--- config.mk ---
export PLATFORM = sky130hd
export DESIGN_NAME = bit_packer
export DESIGN_NICKNAME = d
export VERILOG_FILES = /design/src/rtl/bit_packer_pkg.sv /design/src/rtl/bit_packer.sv
export SDC_FILE = /design/constraint.sdc
export NUM_CORES = 1
export LEC_CHECK = 0
export ABC_AREA = 1
export BUFFER_PORTS_ARGS = -buffer_cell sky130_fd_sc_hd__buf_2
export CAP_MARGIN = 20
export CELL_PAD_IN_SITES_DETAIL_PLACEMENT = 1
export CELL_PAD_IN_SITES_GLOBAL_PLACEMENT = 2
export CORE_MARGIN = 1
export CORE_UTILIZATION = 37
export CTS_CLUSTER_SIZE = 28
export DETAILED_ROUTE_END_ITERATION = 8
export PLACE_DENSITY_LB_ADDON = 0.1
export SLEW_MARGIN = 20
export SYNTH_ARGS = -nofsm -noshare
export SYNTH_HDL_FRONTEND = slang
export SYNTH_SLANG_ARGS = --single-unit
--- constraint.sdc ---
create_clock -name clock -period 5.6 [get_ports clock]
set_input_delay 0.84 -clock clock [delete_from_list [all_inputs] [get_ports clock]]
set_output_delay 0.84 -clock clock [all_outputs]
set_load 0.02 [all_outputs]
--- src/rtl/bit_packer_pkg.sv ---
// Shared definitions for the bit packer and its downstream unpacker:
// word/field geometry, accumulator sizing, output state encoding and
// the field masking helper.
package bit_packer_pkg;

  localparam int WORD_W  = 32;
  localparam int FIELD_W = 15;
  localparam int LEN_W   = 4;
  localparam int ACC_W   = WORD_W + FIELD_W;   // 47 bits: residue <=31 plus one field
  localparam int CNT_W   = $clog2(ACC_W + 1);  // holds 0..47

  typedef enum logic {
    IDLE = 1'b0,
    HOLD = 1'b1
  } state_t;

  // Mask keeping the low 'len' bits of a field; len=0 gives all zeros.
  function automatic logic [FIELD_W-1:0] len_mask(input logic [LEN_W-1:0] len);
    logic [FIELD_W:0] m;
    m = ((FIELD_W+1)'(1) << len) - (FIELD_W+1)'(1);
    return m[FIELD_W-1:0];
  endfunction

endpackage

--- src/rtl/bit_packer.sv ---
// Packs 1..15-bit fields MSB-first into 32-bit words. A left-justified
// accumulator collects field bits; complete words (and zero-padded
// residue on flush) go to a registered output stage that holds words
// while the downstream asserts fullin.
//
// Handshake: a request (pushin with lenin!=0, or flush) is consumed at a
// rising edge only when readyout=1 during that cycle; otherwise it is
// dropped and err latches. pushout is a one-cycle strobe qualifying
// dataout; a word is only released at an edge where fullin=0.
module bit_packer
  import bit_packer_pkg::*;
(
  input  logic                clock,
  input  logic                reset,
  input  logic                pushin,
  input  logic [LEN_W-1:0]    lenin,
  input  logic [FIELD_W-1:0]  datain,
  input  logic                flush,
  input  logic                fullin,
  output logic                readyout,
  output logic                pushout,
  output logic [WORD_W-1:0]   dataout,
  output logic                err,
  output logic                state_dbg
);

  state_t              state, state_nx;
  logic [ACC_W-1:0]    acc, acc_nx;
  logic [CNT_W-1:0]    count, count_nx;
  logic [WORD_W-1:0]   hold_word, hold_nx;
  logic [WORD_W-1:0]   pend_word, pend_nx;
  logic                pend_valid, pend_valid_nx;
  logic [WORD_W-1:0]   dataout_nx;
  logic                pushout_nx, err_nx;

  // Datapath intermediates
  logic                accept, do_push, do_flush;
  logic [ACC_W-1:0]    field_ext, acc_app, acc_res;
  logic [CNT_W-1:0]    cnt_app, cnt_res, shamt;
  logic                full_word, flush_word, have_first, have_second;
  logic [WORD_W-1:0]   first_word, res_word;

  assign accept    = (state == IDLE);
  assign readyout  = accept;
  assign state_dbg = state;

  // Registered state; synchronous active-low reset discards everything.
  always_ff @(posedge clock) begin
    if (!reset) begin
      state      <= IDLE;
      acc        <= '0;
      count      <= '0;
      hold_word  <= '0;
      pend_word  <= '0;
      pend_valid <= 1'b0;
      dataout    <= '0;
      pushout    <= 1'b0;
      err        <= 1'b0;
    end else begin
      state      <= state_nx;
      acc        <= acc_nx;
      count      <= count_nx;
      hold_word  <= hold_nx;
      pend_word  <= pend_nx;
      pend_valid <= pend_valid_nx;
      dataout    <= dataout_nx;
      pushout    <= pushout_nx;
      err        <= err_nx;
    end
  end

  // Aligner/accumulator, word extraction and output state machine.
  always_comb begin
    state_nx      = state;
    acc_nx        = acc;
    count_nx      = count;
    hold_nx       = hold_word;
    pend_nx       = pend_word;
    pend_valid_nx = pend_valid;
    dataout_nx    = dataout;
    pushout_nx    = 1'b0;
    err_nx        = err | (!accept && (flush || (pushin && (lenin != '0))));

    do_push  = accept && pushin;
    do_flush = accept && flush;

    // Append: place masked field bits directly below the valid bits.
    field_ext = {{(ACC_W-FIELD_W){1'b0}}, (do_push ? (datain & len_mask(lenin)) : '0)};
    cnt_app   = count + (do_push ? CNT_W'(lenin) : '0);
    shamt     = CNT_W'(ACC_W) - cnt_app;
    acc_app   = acc | (field_ext << shamt);

    // At most one full word per append since residue <=31 and field <=15.
    full_word = (cnt_app >= CNT_W'(WORD_W));
    acc_res   = full_word ? (acc_app << WORD_W) : acc_app;
    cnt_res   = full_word ? (cnt_app - CNT_W'(WORD_W)) : cnt_app;

    // Flush emits the residue left-justified; bits below count are zero.
    flush_word = do_flush && (cnt_res != '0);
    res_word   = acc_res[ACC_W-1 -: WORD_W];

    first_word  = full_word ? acc_app[ACC_W-1 -: WORD_W] : res_word;
    have_first  = full_word || flush_word;
    have_second = full_word && flush_word;

    if (accept) begin
      acc_nx   = do_flush ? '0 : acc_res;
      count_nx = do_flush ? '0 : cnt_res;
      if (have_first) begin
        if (!fullin) begin
          dataout_nx = first_word;
          pushout_nx = 1'b1;
          if (have_second) begin
            hold_nx  = res_word;
            state_nx = HOLD;
          end
        end else begin
          hold_nx  = first_word;
          state_nx = HOLD;
          if (have_second) begin
            pend_nx       = res_word;
            pend_valid_nx = 1'b1;
          end
        end
      end
    end else begin
      // HOLD: release the held word at the first edge with fullin=0.
      if (!fullin) begin
        dataout_nx = hold_word;
        pushout_nx = 1'b1;
        if (pend_valid) begin
          hold_nx       = pend_word;
          pend_valid_nx = 1'b0;
        end else begin
          state_nx = IDLE;
        end
      end
    end
  end

endmodule

-- Word level (Yosys, flattened, before mapping)
Cells that the tools add are included.
- flip-flop bits (word level): 153
- $add $sub $neg: 4
- $lt $le $gt $ge: 1
- equality and inequality tests: 3
- shift operators: 2
- muxes and demuxes: 31
- bitwise logic cells: 4
- reduce and logical (&&, ||, !) cells: 18
- operators with widths (cell ; number):
    2-to-1 mux 32 bit ; 11
    2-to-1 mux 47 bit ; 2
    bitwise OR 47 bit ; 1
    left shift 15 x 6 -> 47 bit ; 1
    AND 15 bit ; 1
    2-to-1 mux 15 bit ; 1
    left shift 1 x 4 -> 15 bit, first input constant ; 1
    subtractor 15 x 2 -> 15 bit, second input constant ; 1
    2-to-1 mux 1 bit ; 14
    2-to-1 mux 6 bit ; 2
    AND reduction 4 bit ; 3
    adder 6 x 4 -> 6 bit ; 1
    >= comparator 6 bit, second input constant ; 1
    logical AND 1 bit ; 6
    nonzero test 2 bit ; 3
    nonzero test 6 bit ; 1
    subtractor 6 bit, first input constant ; 1
    subtractor 6 bit, second input constant ; 1
    2-to-1 mux 4 bit ; 1
    != test 2 bit, second input constant ; 2
    nonzero test 4 bit ; 1
    AND reduction 3 bit ; 1
    nonzero test 3 bit ; 1
    logical OR 1 bit ; 2
    3 further kinds ; 3

-- Longest topological paths before layout
- word-level depth: 13
- depth in mapped cells: 22

-- Worst setup path after synthesis
No wires, ideal clock.
- path kind: input-to-reg
- from: input pushin
- to: register acc[41]
- arrival time: 3.838 ns
- data required time: 5.468 ns
- setup slack: 1.630 ns
- stages: 18
- path buffers: 4
- path through: nand2_2 -> buf_2 -> nor2_1 -> ha_1 -> inv_1 -> fa_1 -> o21ai_2 -> xor2_2 -> inv_2 -> buf_1 -> ha_1 -> clkbuf_1 -> clkinv_1 -> buf_1 -> nand4_1 -> nand3_1 -> nand3_1 -> a21oi_1
- longest elaborated chain between the ends: 8
- elaborated cells on any way between the ends: 10
- RTL lines (what ; RTL line ; source):
    from (decl) ; bit_packer.sv:15 ; input logic pushin,
    logical AND 1 bit (*) ; bit_packer.sv:84 ; do_push = accept && pushin;
    2-to-1 mux 4 bit ; bit_packer.sv:89 ; cnt_app = count + (do_push ? CNT_W'(lenin) : '0);
    adder 6 x 4 -> 6 bit ; bit_packer.sv:89 ;
    subtractor 6 bit ; bit_packer.sv:90 ; shamt = CNT_W'(ACC_W) - cnt_app;
    left shift 15 x 6 -> 47 bit ; bit_packer.sv:91 ; acc_app = acc | (field_ext << shamt);
    bitwise OR 47 bit ; bit_packer.sv:91 ;
    2-to-1 mux 47 bit (*) ; bit_packer.sv:95 ; acc_res = full_word ? (acc_app << WORD_W) : acc_app;
    2-to-1 mux 47 bit (*) ; bit_packer.sv:107 ; acc_nx = do_flush ? '0 : acc_res;
    to (signal assigned) ; bit_packer.sv:61 ; acc <= acc_nx;
    to (decl) ; bit_packer.sv:28 ; logic [ACC_W-1:0] acc, acc_nx;
Every way passes the cells marked *; elsewhere a longest branch is shown, timed or not.
A chain may end at the register's enable or synchronous reset.

-- Final worst setup path
- from: input pushin
- to: register hold_word[1]
- longest elaborated chain between the ends: 11
- elaborated cells on any way between the ends: 23
- RTL lines (what ; RTL line ; source):
    logical AND 1 bit (*) ; bit_packer.sv:84 ;
    2-to-1 mux 4 bit ; bit_packer.sv:89 ;
    adder 6 x 4 -> 6 bit ; bit_packer.sv:89 ;
    subtractor 6 bit ; bit_packer.sv:90 ;
    left shift 15 x 6 -> 47 bit ; bit_packer.sv:91 ;
    bitwise OR 47 bit ; bit_packer.sv:91 ;
    2-to-1 mux 47 bit ; bit_packer.sv:95 ;
    2-to-1 mux 32 bit, on equally long branches ; bit_packer.sv:113, bit_packer.sv:102 ;
    2-to-1 mux 32 bit ; bit_packer.sv:110 ; if (!fullin) begin
    2-to-1 mux 32 bit ; bit_packer.sv:109 ; if (have_first) begin
    2-to-1 mux 32 bit ; bit_packer.sv:106 ; if (accept) begin
    to (signal assigned) ; bit_packer.sv:63 ; hold_word <= hold_nx;
    to (decl) ; bit_packer.sv:30 ; logic [WORD_W-1:0] hold_word, hold_nx;
Every way passes the cells marked *; elsewhere a longest branch is shown, timed or not. The select of a mux whose other input is x is not followed.

==> metrics.md <==
| Metric | Value |
|---|---|
| Drt total wl | 30600 um |
| Vias/cell | 5.66 |
| Net count, final | 1288 |
| Ys flop type | dfxtp_1 |
| Global Route Usage Sum | 27.3% |
| WL/cell | 19.7 um |
| Synthesized area | 0.00837 mm2 |
| Post-route setup slack | 1.34 ns |
| Die X | 152 um |
| ANT cells | 0 |
| Number of cells upsized or downsized after cts | 0 |
| CP max stage delay | 0.91 ns |
| Max FO, Critical Path | 32 |
| H-tree depth | 4 |
| Vias in the first global route | 8643 |
| Data required time of the critical path | 5.97 ns |
| Largest net degree at the start of global routing | 64 |
| Setup violations, final | 0 |
| Final GP Congestion | 0.887 |
| Final Non-Filler Cells | 1550 |
| Final core utilization | 42.4% |
| Final ANT Viol Nets | 0 |
| IO Port Bufs | 59 |
| Initial antenna violation count | 0 |
| Biggest area consumer among synthesized cells | dfxtp_1 |
| Area grow syn2layout | 11.6% |
| Initial core utilization | 38.0% |
| Final worst-path cycle share | 76.0% |
| Die area | 0.0232 mm2 |
| First-pass DRT Iterations | 7 |
| 1st-iter DRT viols | 597 |
| Number of synthesized flops with an enable pin | 0 |
| Post-synth ARST share | 0% |
| Most used cell, CP | nand2_2 |
| IR drop worst, VDD | 0.000151 V |
| Fmax | 235 MHz |
| Status | finished with violations |
| WP data arrival | 4.62 ns |
| Dpl cell area | 0.00875 mm2 |
| Failing checks | DRC |
| Area of the multi-input gates | 0.00454 mm2 |
| HP Class | reg2reg |
| Worst clock skew | 0.0113 ns |
| # fillers | 2866 |
| Pre-CTS setup slack | 0.909 ns |
| Power, Total | 3.04 mW |
| CP top delay family | simple AND/OR/NAND/NOR gates |
| Sequential element share of the synthesized area | 36.6% |
| IO Pins | 60 |
| Clock Root Buffer | clkbuf_16 |
| CTS tree | built |
| Flop and latch count out of synthesis | 153 |
| Pleak | 3.94 nW |
| Minimum clock period | 4.26 ns |
| WHS | 0.461 ns |
| Area contributors post-synth | dfxtp_1, nand3_1, a21oi_1 |
| Post-Syn Instances | 1252 |
| Post-CTS setup buffer count | 0 |
| Core Area | 0.0220 mm2 |
| Worst Tran Pin Value | 0.796 ns |
| Warnings from Yosys | 0 |
| Pwr/cell area | 325 mW/mm2 |
| Worst rel slew slack | 46.9% |
| Die Ht | 152 um |
| Clock transition at path regs | 0.07 ns |
| Congestion Overflow GR | 0 |
| Placement Rows | 54 |
| Crit path kind | in2reg |
| Most frequent cell after synthesis | nand2_1 |
| Top cells by count, synth | nand2_1, nand3_1, a21oi_1 |
| Reg area | 0.00307 mm2 |
| Share of layout cells above drive strength 1 | 11.2% |
| Max_cap viols | 0 |
| Bufs on Longest Clock Path | 2 |
| Net Count, Synth | 1283 |
| Pins Over Slew Limit | 0 |
| Cells after DPL | 1518 |
| Sum of negative setup slack | 0 ns |
| CP Launch Type | input port |
| Clk_lat worst skew | 0.44 ns |
| Post-synth cell types | 47 |
| Via count | 8778 |
| Hpwl dp | 21300 um |
| Syn_area_per_cell | 6.68 um2 |
| Clk sinks | 153 |
| Bufs and invs on worst path | 5 |
| Post-synth top area share | 36.6% |
| Final Cell Area | 0.00934 mm2 |
| Global-route wire length before repair | 49500 um |
| Critical Path End Type | register |
| CP cell instances | buf_2 > nand2_2 > nor2_1 > ha_1 > inv_1 > fa_1 > inv_1 > nor3_2 > nand2_2 > inv_2 > nand2_2 > o211ai_2 > nand2_1 > nand2_2 > nand2_4 > inv_4 > o21ai_0 > a21oi_1 |
| Slowest CP cell | fa_1 |
| Residual DRC | 2 |
| RSZ-0062 raised after global routing | false |
| CTS buffer count | 17 |
| Hold-fix buffers, CTS | 0 |
| Fin. Hold Viols | 0 |
## state kept, by name, indices dropped and copies added, names as in the netlist
| register | count |
|---|---|
| pend_valid | 1 |
| pend_word | 32 |
| count | 6 |
| acc | 47 |
| hold_word | 32 |
| pushout | 1 |
| dataout | 32 |
| err | 1 |
| state_dbg | 1 |
## per-layer routing
| layer | share of wire [%] | track usage (%) | vias to the layer above |
|---|---|---|---|
| met5 | 0 | 0 | - |
| met4 | 2.4 | 8.41 | 0 |
| met3 | 2.6 | 3.41 | 46 |
| met2 | 47 | 45.1 | 164 |
| met1 | 48 | 37.0 | 4271 |
| li1 | - | - | 4297 |
## power by group
| part | switching, mW | total [mW] | internal (mW) |
|---|---|---|---|
| Clock | 0.543 | 1.19 | 0.645 |
| Combinational | 0.493 | 0.667 | 0.174 |
| Sequential | 0.0324 | 1.18 | 1.15 |
## area by class of cell
type / instances / share of cell area [%]
Sequential cell: 153 / 32.8
Timing Repair Buffer: 76 / 4.53
Clock buffer: 18 / 4.70
Clock inverter: 14 / 1.65
Tap cell: 280 / 3.75
Multi-Input combinational cell: 913 / 48.6
Inverter: 96 / 3.90
## logic make-up (layout without fill, tap and decap cells)
family	count (synthesis)	count (layout)	share of synthesized area, %
XOR/XNOR	3	3	0.628
AND/OR/NAND/NOR	596	596	32.8
buffers and inverters	186	204	9.11
adder cells (fa/ha/maj)	7	7	1.14
flip-flops	153	153	36.6
AO/OA/AOI/OAI	307	307	19.7
## final timing paths
kind / cells past startpoint / slack, ns / from / endpoint
setup / recovery: 18 / 1.34 / pushin / hold_word[1]
hold / removal: 2 / 0.46 / pend_word[14] / pend_word[14]
setup reg to reg: 18 / 1.44 / state_dbg / hold_word[1]
hold reg to reg: 2 / 0.46 / pend_word[14] / pend_word[14]
## worst reg2reg max path, cell delays in order, from the launching register on
cell and delay, ns:
dfxtp_4 0.35, clkinv_2 0.07, nand2_2 0.16, nor2_1 0.21, ha_1 0.20, inv_1 0.06
fa_1 0.91, inv_1 0.15, nor3_2 0.22, nand2_2 0.08, inv_2 0.08, nand2_2 0.08
o211ai_2 0.14, nand2_1 0.11, nand2_2 0.32, nand2_4 0.25, inv_4 0.40, o21ai_0 0.17
a21oi_1 0.14
## placed cells by master (no fill, tap or decap), types with 3 or more instances in the layout
master	synthesis	layout
a221oi_1	11	11
inv_6	0	3
buf_4	2	17
buf_2	18	59
nor2_1	55	55
clkinv_4	0	3
ha_1	6	6
o21ai_0	49	49
nand3_1	234	234
a21o_1	3	3
o21ai_1	37	37
a211oi_1	4	4
nand2_4	3	3
clkbuf_16	0	17
nand3b_1	9	9
a21oi_1	190	190
inv_8	0	5
nand4_1	36	36
dfxtp_1	153	152
inv_1	85	84
nand2_2	5	5
nand2_1	244	244
o211ai_1	4	4
inv_2	8	9
Note: power is estimated with default switching activity, not from simulation.
